**config.mk**
```make
export PLATFORM = sky130hd
export DESIGN_NAME = multi_spi_shifter
export DESIGN_NICKNAME = d
export VERILOG_FILES = /design/src/rtl/multi_spi_shifter.sv
export SDC_FILE = /design/constraint.sdc
export NUM_CORES = 1
export LEC_CHECK = 0
export CAP_MARGIN = 15
export CORE_ASPECT_RATIO = 0.75
export CORE_UTILIZATION = 52
export DETAILED_ROUTE_END_ITERATION = 6
export PLACE_DENSITY = 0.88
export RECOVER_POWER = 50
export REMOVE_ABC_BUFFERS = 1
export SYNTH_ARGS = -nofsm -noshare
export SYNTH_HDL_FRONTEND = slang
export SYNTH_SLANG_ARGS = --single-unit
```
**constraint.sdc**
```tcl
create_clock -name clk -period 3.9 [get_ports clk]
set_input_delay 0.78 -clock clk [delete_from_list [all_inputs] [get_ports clk]]
set_output_delay 0.78 -clock clk [all_outputs]
set_load 0.005 [all_outputs]
```
**src/rtl/multi_spi_shifter.sv**
```systemverilog
// Framed full-duplex SPI shift engine: MSB-first over 1, 2 or 4 lanes,
// capturing the same number of input bits per en beat.
module multi_spi_shifter #(
    parameter int unsigned REGSIZE = 8
) (
    input  logic               clk,
    input  logic               rst,
    input  logic               start,
    input  logic [1:0]         mode,
    input  logic [REGSIZE-1:0] tx_data,
    input  logic               en,
    input  logic               abort,
    input  logic [3:0]         din,
    output logic [3:0]         dout,
    output logic [3:0]         dout_oe,
    output logic               busy,
    output logic               done,
    output logic               err,
    output logic [REGSIZE-1:0] rx_data
);

    localparam int unsigned CW = $clog2(REGSIZE + 1);
    localparam logic [CW-1:0] BEATS1 = CW'(REGSIZE);
    localparam logic [CW-1:0] BEATS2 = CW'(REGSIZE / 2);
    localparam logic [CW-1:0] BEATS4 = CW'(REGSIZE / 4);

    typedef enum logic {
        IDLE  = 1'b0,
        SHIFT = 1'b1
    } state_e;

    typedef enum logic [1:0] {
        LANE1 = 2'b00,
        LANE2 = 2'b01,
        LANE4 = 2'b11
    } lane_e;

    state_e             state_q, state_d;
    lane_e              mode_q, mode_d;
    logic [REGSIZE-1:0] sr_q, sr_d;
    logic [CW-1:0]      cnt_q, cnt_d;
    logic [REGSIZE-1:0] rx_q, rx_d;
    logic               done_q, done_d;
    logic               err_q, err_d;
    logic [REGSIZE-1:0] shifted;

    // Shift form (not part-selects) keeps REGSIZE=4 legal in 4-lane mode.
    always_comb begin
        shifted = sr_q;
        case (mode_q)
            LANE1:   shifted = (sr_q << 1) | REGSIZE'(din[0]);
            LANE2:   shifted = (sr_q << 2) | REGSIZE'(din[1:0]);
            LANE4:   shifted = (sr_q << 4) | REGSIZE'(din);
            default: shifted = sr_q;
        endcase
    end

    always_comb begin
        state_d = state_q;
        mode_d  = mode_q;
        sr_d    = sr_q;
        cnt_d   = cnt_q;
        rx_d    = rx_q;
        done_d  = 1'b0;
        err_d   = 1'b0;
        case (state_q)
            IDLE: begin
                if (start) begin
                    if (mode == 2'b10) begin
                        err_d = 1'b1;
                    end else begin
                        state_d = SHIFT;
                        mode_d  = lane_e'(mode);
                        sr_d    = tx_data;
                        case (mode)
                            2'b00:   cnt_d = BEATS1;
                            2'b01:   cnt_d = BEATS2;
                            default: cnt_d = BEATS4;
                        endcase
                    end
                end
            end
            SHIFT: begin
                if (abort) begin
                    state_d = IDLE;
                end else if (en) begin
                    sr_d  = shifted;
                    cnt_d = cnt_q - CW'(1);
                    if (cnt_q == CW'(1)) begin
                        rx_d    = shifted;
                        done_d  = 1'b1;
                        state_d = IDLE;
                    end
                end
            end
            default: state_d = IDLE;
        endcase
    end

    always_ff @(posedge clk or posedge rst) begin
        if (rst) begin
            state_q <= IDLE;
            mode_q  <= LANE1;
            sr_q    <= '0;
            cnt_q   <= '0;
            rx_q    <= '0;
            done_q  <= 1'b0;
            err_q   <= 1'b0;
        end else begin
            state_q <= state_d;
            mode_q  <= mode_d;
            sr_q    <= sr_d;
            cnt_q   <= cnt_d;
            rx_q    <= rx_d;
            done_q  <= done_d;
            err_q   <= err_d;
        end
    end

    always_comb begin
        dout    = '0;
        dout_oe = '0;
        case (mode_q)
            LANE1:   dout = {3'b000, sr_q[REGSIZE-1]};
            LANE2:   dout = {2'b00, sr_q[REGSIZE-1 -: 2]};
            LANE4:   dout = sr_q[REGSIZE-1 -: 4];
            default: dout = '0;
        endcase
        if (state_q == SHIFT) begin
            case (mode_q)
                LANE1:   dout_oe = 4'b0001;
                LANE2:   dout_oe = 4'b0011;
                LANE4:   dout_oe = 4'b1111;
                default: dout_oe = 4'b0000;
            endcase
        end
    end

    assign busy    = (state_q == SHIFT);
    assign done    = done_q;
    assign err     = err_q;
    assign rx_data = rx_q;

endmodule

```
# [Word level (Yosys, flattened, before mapping)]
# Cells that the tools add are included.
[op_classes] n_eq_ne=9 bitwise_logic=6 n_mux=28 n_reduce_logical=5 n_addsub=1
[ops] cell="$mux 8" count=4
[ops] cell="$pmux 4 s3" count=2
[ops] cell="$pmux 8 s3" count=1
[ops] cell="$mux 4" count=5
[ops] cell="$pmux 4 s2" count=2
[ops] cell="$pmux 8 s2" count=1
[ops] cell="$mux 1" count=12
[ops] cell="$ne 2x2->1 const B" count=4
[ops] cell="$or 8x1->8" count=1
[ops] cell="$or 8x2->8" count=1
[ops] cell="$or 8x4->8" count=1
[ops] cell="$reduce_and 4->1" count=2
[ops] cell="$eq 2x1->1 const B" count=2
[ops] cell="$eq 2x2->1 const B" count=2
[ops] cell="$eq 4x1->1 const B" count=1
[ops] cell="$logic_not 2->1" count=2
[ops] cell="$sub 4x1->4 const B" count=1
[ops] cell="$not 1->1" count=3
[ops] cell="$reduce_and 3->1" count=1
[ops] cell="$pmux 1 s2" count=1
[totals] register_bits=25 input_bits=19 word_cells=56

# [Depth between registers and ports, before layout]
# Gate-level depths: netlist of the first run.
[depth] ltp_word=5 ltp_mapped=5 depth_no_buf=5

# [Worst setup path after synthesis of the first run]
# OpenSTA, ideal clock, no wires.
[synth_timing] path_kind="input -> register" start="input port din[2]" end="register sr_q[2]" setup_slack_ps=2037 cell_stages=3 arrival_time_ps=1737 required_time_ps=3775 n_path_buf=0 cell_sequence="mux4_2 mux2_2 mux2_4"
[synth_via] elab_chain_cells=5
[synth_rtl] item="start, declared" line="13" text="input logic [3:0] din,"
[synth_rtl] item="$or 8x4->8" line="53" text="LANE4: shifted = (sr_q << 4) | REGSIZE'(din);"
[synth_rtl] item="$pmux 8 s3" line="50" text="case (mode_q)"
[synth_rtl] item="$mux 8" line="86" text="end else if (en) begin"
[synth_rtl] item="$mux 8" line="84" text="if (abort) begin"
[synth_rtl] item="$pmux 8 s2" line="66" text="case (state_q)"
[synth_rtl] item="end signal, assigned" line="112" text="sr_q <= sr_d;"
[synth_rtl] item="end, declared" line="40" text="logic [REGSIZE-1:0] sr_q, sr_d;"
# No other way between the ends. The select of a mux whose other input is x is not followed.
# A chain may end at the register's enable or synchronous reset.

# [Final worst setup path of the first run]
[layout_timing] start="input port mode[1]" end="register sr_q[1]"
[layout_via] elab_chain_cells=3
[layout_rtl] item="start, declared" line="9" text="input logic [1:0] mode,"
[layout_rtl] item="$eq 2x2->1" line="69" text="if (mode == 2'b10) begin"
[layout_rtl] item="$ne 2x2->1 (no line)"
[layout_rtl] item="$reduce_and 4->1 (no line)"
# No other way between the ends.

==> results.py, run 1 <==
metrics = {
    "floorplanning": {
        "design.core.area_mm2": 0.00266,
        "initial_core_util_pct": 55.7,
        "die_w_um": 63.7,
        "die_area_mm2": 0.00307,
        "ios": 38,
        "rows": 16,
        "die_y_um": 48.3,
    },
    "clock_tree": {
        "cts_tree": "done",
        "cts_resized": 0,
        "numCtsBuffers": 3,
        "cts_buffer_depth": 2,
        "cts_setup_buffers": 0,
        "htree_levels": 1,
        "clkLatencyLatePin_ns": 0.26,
        "cts-root-buf": "clkbuf_8",
        "clk_pin_slew_worst_paths_ns": 0.08,
        "clock_sinks": 25,
        "ctsHoldBuffers": 0,
    },
    "pwr": {
        "p_switching_uw": 345,
        "sequentialPowerShare_pct": 43.9,
        "p_leak_nw": 0.833,
        "vdd_drop_max_mv": 0.360,
        "p_comb_share_pct": 42.6,
        "p_sw_share_pct": 31.7,
        "p_per_area_mw_per_mm2": 577,
        "internal-power_uw": 743,
        "pwr-share-clk_pct": 13.6,
    },
    "global_route": {
        "grt_max_degree": 26,
        "grt_pass1_wl_um": 4860,
        "grt_usage_pct": 21.5,
        "antenna_found_initial": 0,
        "grt_pass1_vias": 1010,
        "grt-ovfl-total": 0,
    },
    "route": {
        "drc": 0,
        "ant_nets": 0,
        "drt_first_iter_violations": 49,
        "drt_wl_total_um": 3010,
        "via_count": 1095,
        "via_per_inst": 5.79,
        "wl_per_cell_um": 15.9,
        "first_pass_iters": 6,
    },
    "worst_setup_path": {
        "worstSetupEndpoint": "sr_q[1]",
        "crit_path_start": "mode[1]",
        "crit_path_start_kind": "primary input",
        "worstSetupPathDepth": 4,
        "worst-r2r-setup-slack_ns": 1.31,
        "worstPathArrival_ns": 2.97,
        "path_cells": "dlygate4sd3_1, nor2b_1, o21ai_1, mux2_2",
        "reg2reg_to": "sr_q[1]",
        "crit_type": "primary input to flip-flop",
        "required_ns": 4.05,
        "critical-path-slowest-cell": "o21ai_1",
        "r2r_start": "busy",
        "reg2reg_depth": 3,
        "critPathMaxStageDelay_ns": 0.91,
        "cp_max_fo": 11,
        "cpLargestDelayFamily": "compound AO/OA/AOI/OAI gates",
        "endpoint_kind": "flip-flop",
        "crit_buf_inv": 1,
    },
    "timing": {
        "worstMarginPinSlew_ns": 1.16,
        "rsz0062_at_grt": "false",
        "fin_hold_ws_ns": 0.506,
        "period_share_pct": 72.2,
        "maxSlewViolCount": 0,
        "tns_ns": 0,
        "period_needed_ns": 2.82,
        "fin_skew_ns": 0.00267,
        "setup_viol": 0,
        "max_freq_mhz": 355,
        "final-hold-violation-count": 0,
        "slew_headroom_pct": 22.1,
    },
    "logic_synthesis": {
        "yosys-top-cells-area": "dfrtp_1 42%, mux2_2 12%, mux4_2 9.1%",
        "synth_seq_area_share_pct": 42.2,
        "synth-seq-cells": 25,
        "yosys.cell_count.top_type": "dfrtp_1",
        "yosysWarnings": 0,
        "yosys.area.top_type": "dfrtp_1",
        "syn_inst": 121,
        "synth_edf_count": 0,
        "synth_area_per_cell_um2": 12.3,
        "synth_area_mm2": 0.00148,
        "netlist_top_cells_count": "25 x dfrtp_1, 16 x mux2_2, 6 x mux2_4, 6 x mux4_2, 6 x nand2_1",
        "synth-async-reset-ratio_pct": 100,
        "synthFlopType": "dfrtp_1",
        "netlist.area_leader.share_pct": 42.2,
        "ys_types": 33,
    },
    "finish": {
        "nFillCells": 191,
        "fin_area_mm2": 0.00189,
        "drive_gt1_share_pct": 20.9,
        "area_delta_synth_final_pct": 27.1,
        "n_antenna_cell": 0,
        "layout.nets": 175,
    },
    "place": {
        "place_congestion": 0.908,
        "numPortBuffers": 37,
        "hpwl_um": 2140,
        "dpl_cell_area_mm2": 0.00184,
    },
    "worst_hold_path": {
        "min_path_type": "flip-flop to flip-flop",
    },
    "outcome": {
        "run_status": "complete, no violations",
    },
    "job": {
        "drv_cap": 0,
    },
}
==> flip-flops by register name, indices dropped and copies added, names as in the netlist <==
register	cells
busy	1
mode_q	2
done	1
err	1
cnt_q	4
sr_q	8
rx_data	8
==> worst min path at each step <==
stage                    start  cells after the start         end  slack, ns
finish              rx_data[3]                      1  rx_data[3]       0.51
global placement    rx_data[4]                      1  rx_data[4]       0.49
floorplan           rx_data[0]                      1  rx_data[0]       0.50
global route        rx_data[3]                      1  rx_data[3]       0.53
CTS                 rx_data[7]                      1  rx_data[7]       0.52
detailed placement  rx_data[1]                      1  rx_data[1]       0.50
==> kinds of logic after synthesis <==
| family | count (synthesis) | share of synthesized area, % |
|---|---|---|
| and+or+nand+nor | 32 | 12.9 |
| DFF | 25 | 42.2 |
| adders and majority gates | 2 | 1.69 |
| muxes | 32 | 30.0 |
| buffers and inverters | 14 | 5.23 |
| xor gates and xnor gates | 1 | 0.590 |
| AOI/OAI and AO/OA | 15 | 7.42 |
==> layer usage <==
layer	routed length [um]	global-route usage, %
met1	1380	26.4
met4	0	3.18
met5	0	0
met3	204	7.01
met2	1420	39.4
==> cell usage in the layout, fill, tap and decap left out, types with 2 or more instances in the layout <==
cell	count
and2_1	3
and3_1	3
clkbuf_8	3
clkdlybuf4s50_1	31
dfrtp_1	25
dlygate4sd3_1	6
ha_1	2
inv_1	5
mux2_2	16
mux2_4	6
mux2i_1	4
mux4_2	6
nand2_1	6
nand2b_1	4
nand3_1	3
nand3b_1	2
nand4b_1	2
nor2_1	2
nor2b_1	3
o211a_1	2
o21ai_0	5
o32a_1	3
==> power by group through the flow <==
stage	logic, mW	clock network (mW)	registers, mW
5_1_grt	0.505	0.163	0.496
2_1_floorplan	0.301	0	0.445
4_1_cts	0.470	0.154	0.476
6_report	0.463	0.148	0.477
3_5_place_dp	0.465	0	0.480
3_3_place_gp	0.453	0	0.472
==> area by class of cell <==
class / count / area (um^2) / share of cell area, %
Sequential cell: 25 / 626 / 33.2
Inverter: 5 / 18.8 / 0.995
Multi-Input combinational cell: 82 / 781 / 41.4
Tap cell: 36 / 45.0 / 2.39
Clock buffer: 4 / 45.0 / 2.39
Timing Repair Buffer: 37 / 370 / 19.6
==> through the flow <==
| step | std cells | worst slack (ns) | power, mW | utilization (%) |
|---|---|---|---|---|
| floorplan | 112 | 1.75 | 0.746 | - |
| global placement | 185 | 1.03 | 0.925 | 69.1 |
| detailed placement | 185 | 0.918 | 0.945 | 69.1 |
| CTS | 189 | 1.15 | 1.10 | 70.8 |
| global route | 189 | 1.05 | 1.16 | 70.8 |
| finish | 189 | 1.08 | 1.09 | 70.8 |
No activity file was read; power rests on OpenSTA's default activity.
==> inputs of run 2 (changes only) <==
CORE_UTILIZATION = 48   (was 52)
PLACE_DENSITY = 0.83   (was 0.88)
clock period = 2.75 ns   (was 3.9 ns; I/O delays follow)
==> results.py, run 2 (synthesis gave the netlist of run 1 again) <==
metrics = {
    "timing": {
        "rsz0062_at_grt": "false",
        "slew_headroom_pct": 12.4,
        "tns_ns": 0,
        "worstMarginPinSlew_ns": 1.31,
        "finalWorstSetupSlack_ns": 0.273,
        "period_share_pct": 90.1,
        "setup_viol": 0,
        "period_needed_ns": 2.48,
        "final-hold-violation-count": 0,
        "max_freq_mhz": 404,
        "fin_skew_ns": 0.0105,
        "maxSlewViolCount": 0,
    },
    "clock_tree": {
        "cts_resized": 0,
        "cts-root-buf": "clkbuf_8",
        "clkLatencyLatePin_ns": 0.28,
        "cts_buffer_depth": 2,
        "numCtsBuffers": 3,
        "ctsHoldBuffers": 0,
        "clock_sinks": 25,
        "htree_levels": 1,
        "cts_setup_buffers": 0,
        "cts_tree": "done",
        "clk_pin_slew_worst_paths_ns": 0.10,
    },
    "worst_setup_path": {
        "worstPathArrival_ns": 1.93,
        "crit_type": "flip-flop to output pin",
        "required_ns": 2.20,
        "cp_max_fo": 19,
        "critPathMaxStageDelay_ns": 0.74,
        "crit_path_start_kind": "flip-flop",
        "critical-path-slowest-cell": "dfrtp_1",
        "endpoint_kind": "output pin",
        "path_cells": "nand2b_1, and2_1, clkdlybuf4s50_1",
    },
    "floorplanning": {
        "rows": 17,
        "die_area_mm2": 0.00332,
        "die_w_um": 66.2,
        "initial_core_util_pct": 50.6,
        "ios": 38,
        "die_y_um": 50.2,
        "design.core.area_mm2": 0.00294,
    },
    "place": {
        "place_ws_ns": 0.125,
        "place_congestion": 0.828,
        "numPortBuffers": 37,
        "hpwl_um": 2210,
        "dpl_cell_area_mm2": 0.00188,
    },
    "pwr": {
        "p_leak_nw": 0.851,
        "p_comb_share_pct": 42.7,
        "pwr-share-clk_pct": 14.4,
        "p_per_area_mw_per_mm2": 813,
        "sequentialPowerShare_pct": 42.8,
        "p_sw_share_pct": 32.5,
        "p_switching_uw": 511,
        "vdd_drop_max_mv": 0.505,
        "internal-power_mw": 1.06,
    },
    "global_route": {
        "grt_pass1_vias": 1077,
        "grt_usage_pct": 21.0,
        "grt_max_degree": 26,
        "antenna_found_initial": 0,
        "grt-ovfl-total": 0,
        "grt_pass1_wl_um": 5160,
    },
    "route": {
        "via_per_inst": 5.48,
        "drt_wl_total_um": 3090,
        "drc": 0,
        "wl_per_cell_um": 15.7,
        "drt_first_iter_violations": 73,
        "ant_nets": 0,
        "first_pass_iters": 4,
        "via_count": 1080,
    },
    "finish": {
        "n_antenna_cell": 0,
        "layout.nets": 181,
        "area_delta_synth_final_pct": 30.3,
        "final_common_cell": "clkdlybuf4s50_1",
        "fin_area_mm2": 0.00193,
        "drive_gt1_share_pct": 23.3,
        "final_cell_mix": "32 x clkdlybuf4s50_1, 25 x dfrtp_1, 16 x mux2_2",
    },
    "job": {
        "drv_cap": 0,
    },
    "worst_hold_path": {
        "min_path_type": "flip-flop to flip-flop",
    },
    "outcome": {
        "run_status": "complete, no violations",
    },
}
==> run 2: final timing paths <==
kind / from / end / slack, ns / depth (start not counted)
setup reg to reg: busy / sr_q[3] / 0.69 / 4
hold / removal: rx_data[5] / rx_data[5] / 0.50 / 1
hold reg to reg: rx_data[5] / rx_data[5] / 0.50 / 1
max in group asynchronous: rst / sr_q[3] / 0.83 / 3
setup / recovery: mode_q[0] / dout_oe[0] / 0.27 / 3
min in group asynchronous: rst / busy / 1.13 / 3
==> run 2: area by class of cell <==
type	instances	area, um^2
clock buffers	3	41.3
flip-flops and latches	25	626
inverters	5	18.8
multi-input cells	82	781
fillers	222	1000
clock inverters	1	7.51
repair buffers	43	412
well taps	38	47.5
==> run 2: per-layer routing <==
metal	part of all wire, %	up-vias	GRT usage, %	wire [um]
met2	46	36	31.8	1420
met1	49	522	30.9	1520
met3	4.7	2	5.68	145
met4	0.23	0	3.19	7
met5	0	-	0	0
li1	-	520	-	-
==> run 2: per-stage QoR <==
step / util (%) / power, mW / hold slack, ns / instances
after CTS: 65.7 / 1.58 / 0.514 / 196
after floorplan: - / 1.06 / 0.504 / 112
after detailed placement: 64.1 / 1.35 / 0.493 / 192
after global routing: 65.9 / 1.68 / 0.530 / 197
after global placement: 64.1 / 1.33 / 0.489 / 192
final: 65.9 / 1.57 / 0.505 / 197
==> run 2: power by group through the flow <==
stage	clock network, mW	registers, mW	logic [mW]
final	0.227	0.673	0.672
after global routing	0.245	0.700	0.730
after CTS	0.233	0.670	0.679
after detailed placement	0	0.676	0.675
after global placement	0	0.668	0.658
after floorplan	0	0.631	0.427
==> run 2: worst max-delay path: cells and delay by family (launching register included) <==
family | cells | cell delay, ns
buffers and inverters | 1 | 0.49
DFF | 1 | 0.74
and+or+nand+nor | 2 | 0.41
==> inputs of run 3 (changes only) <==
CAP_MARGIN = 20   (was 15)
==> results of run 3 <==
No change in the layout: final DEF, timing and power equal those of run 2.
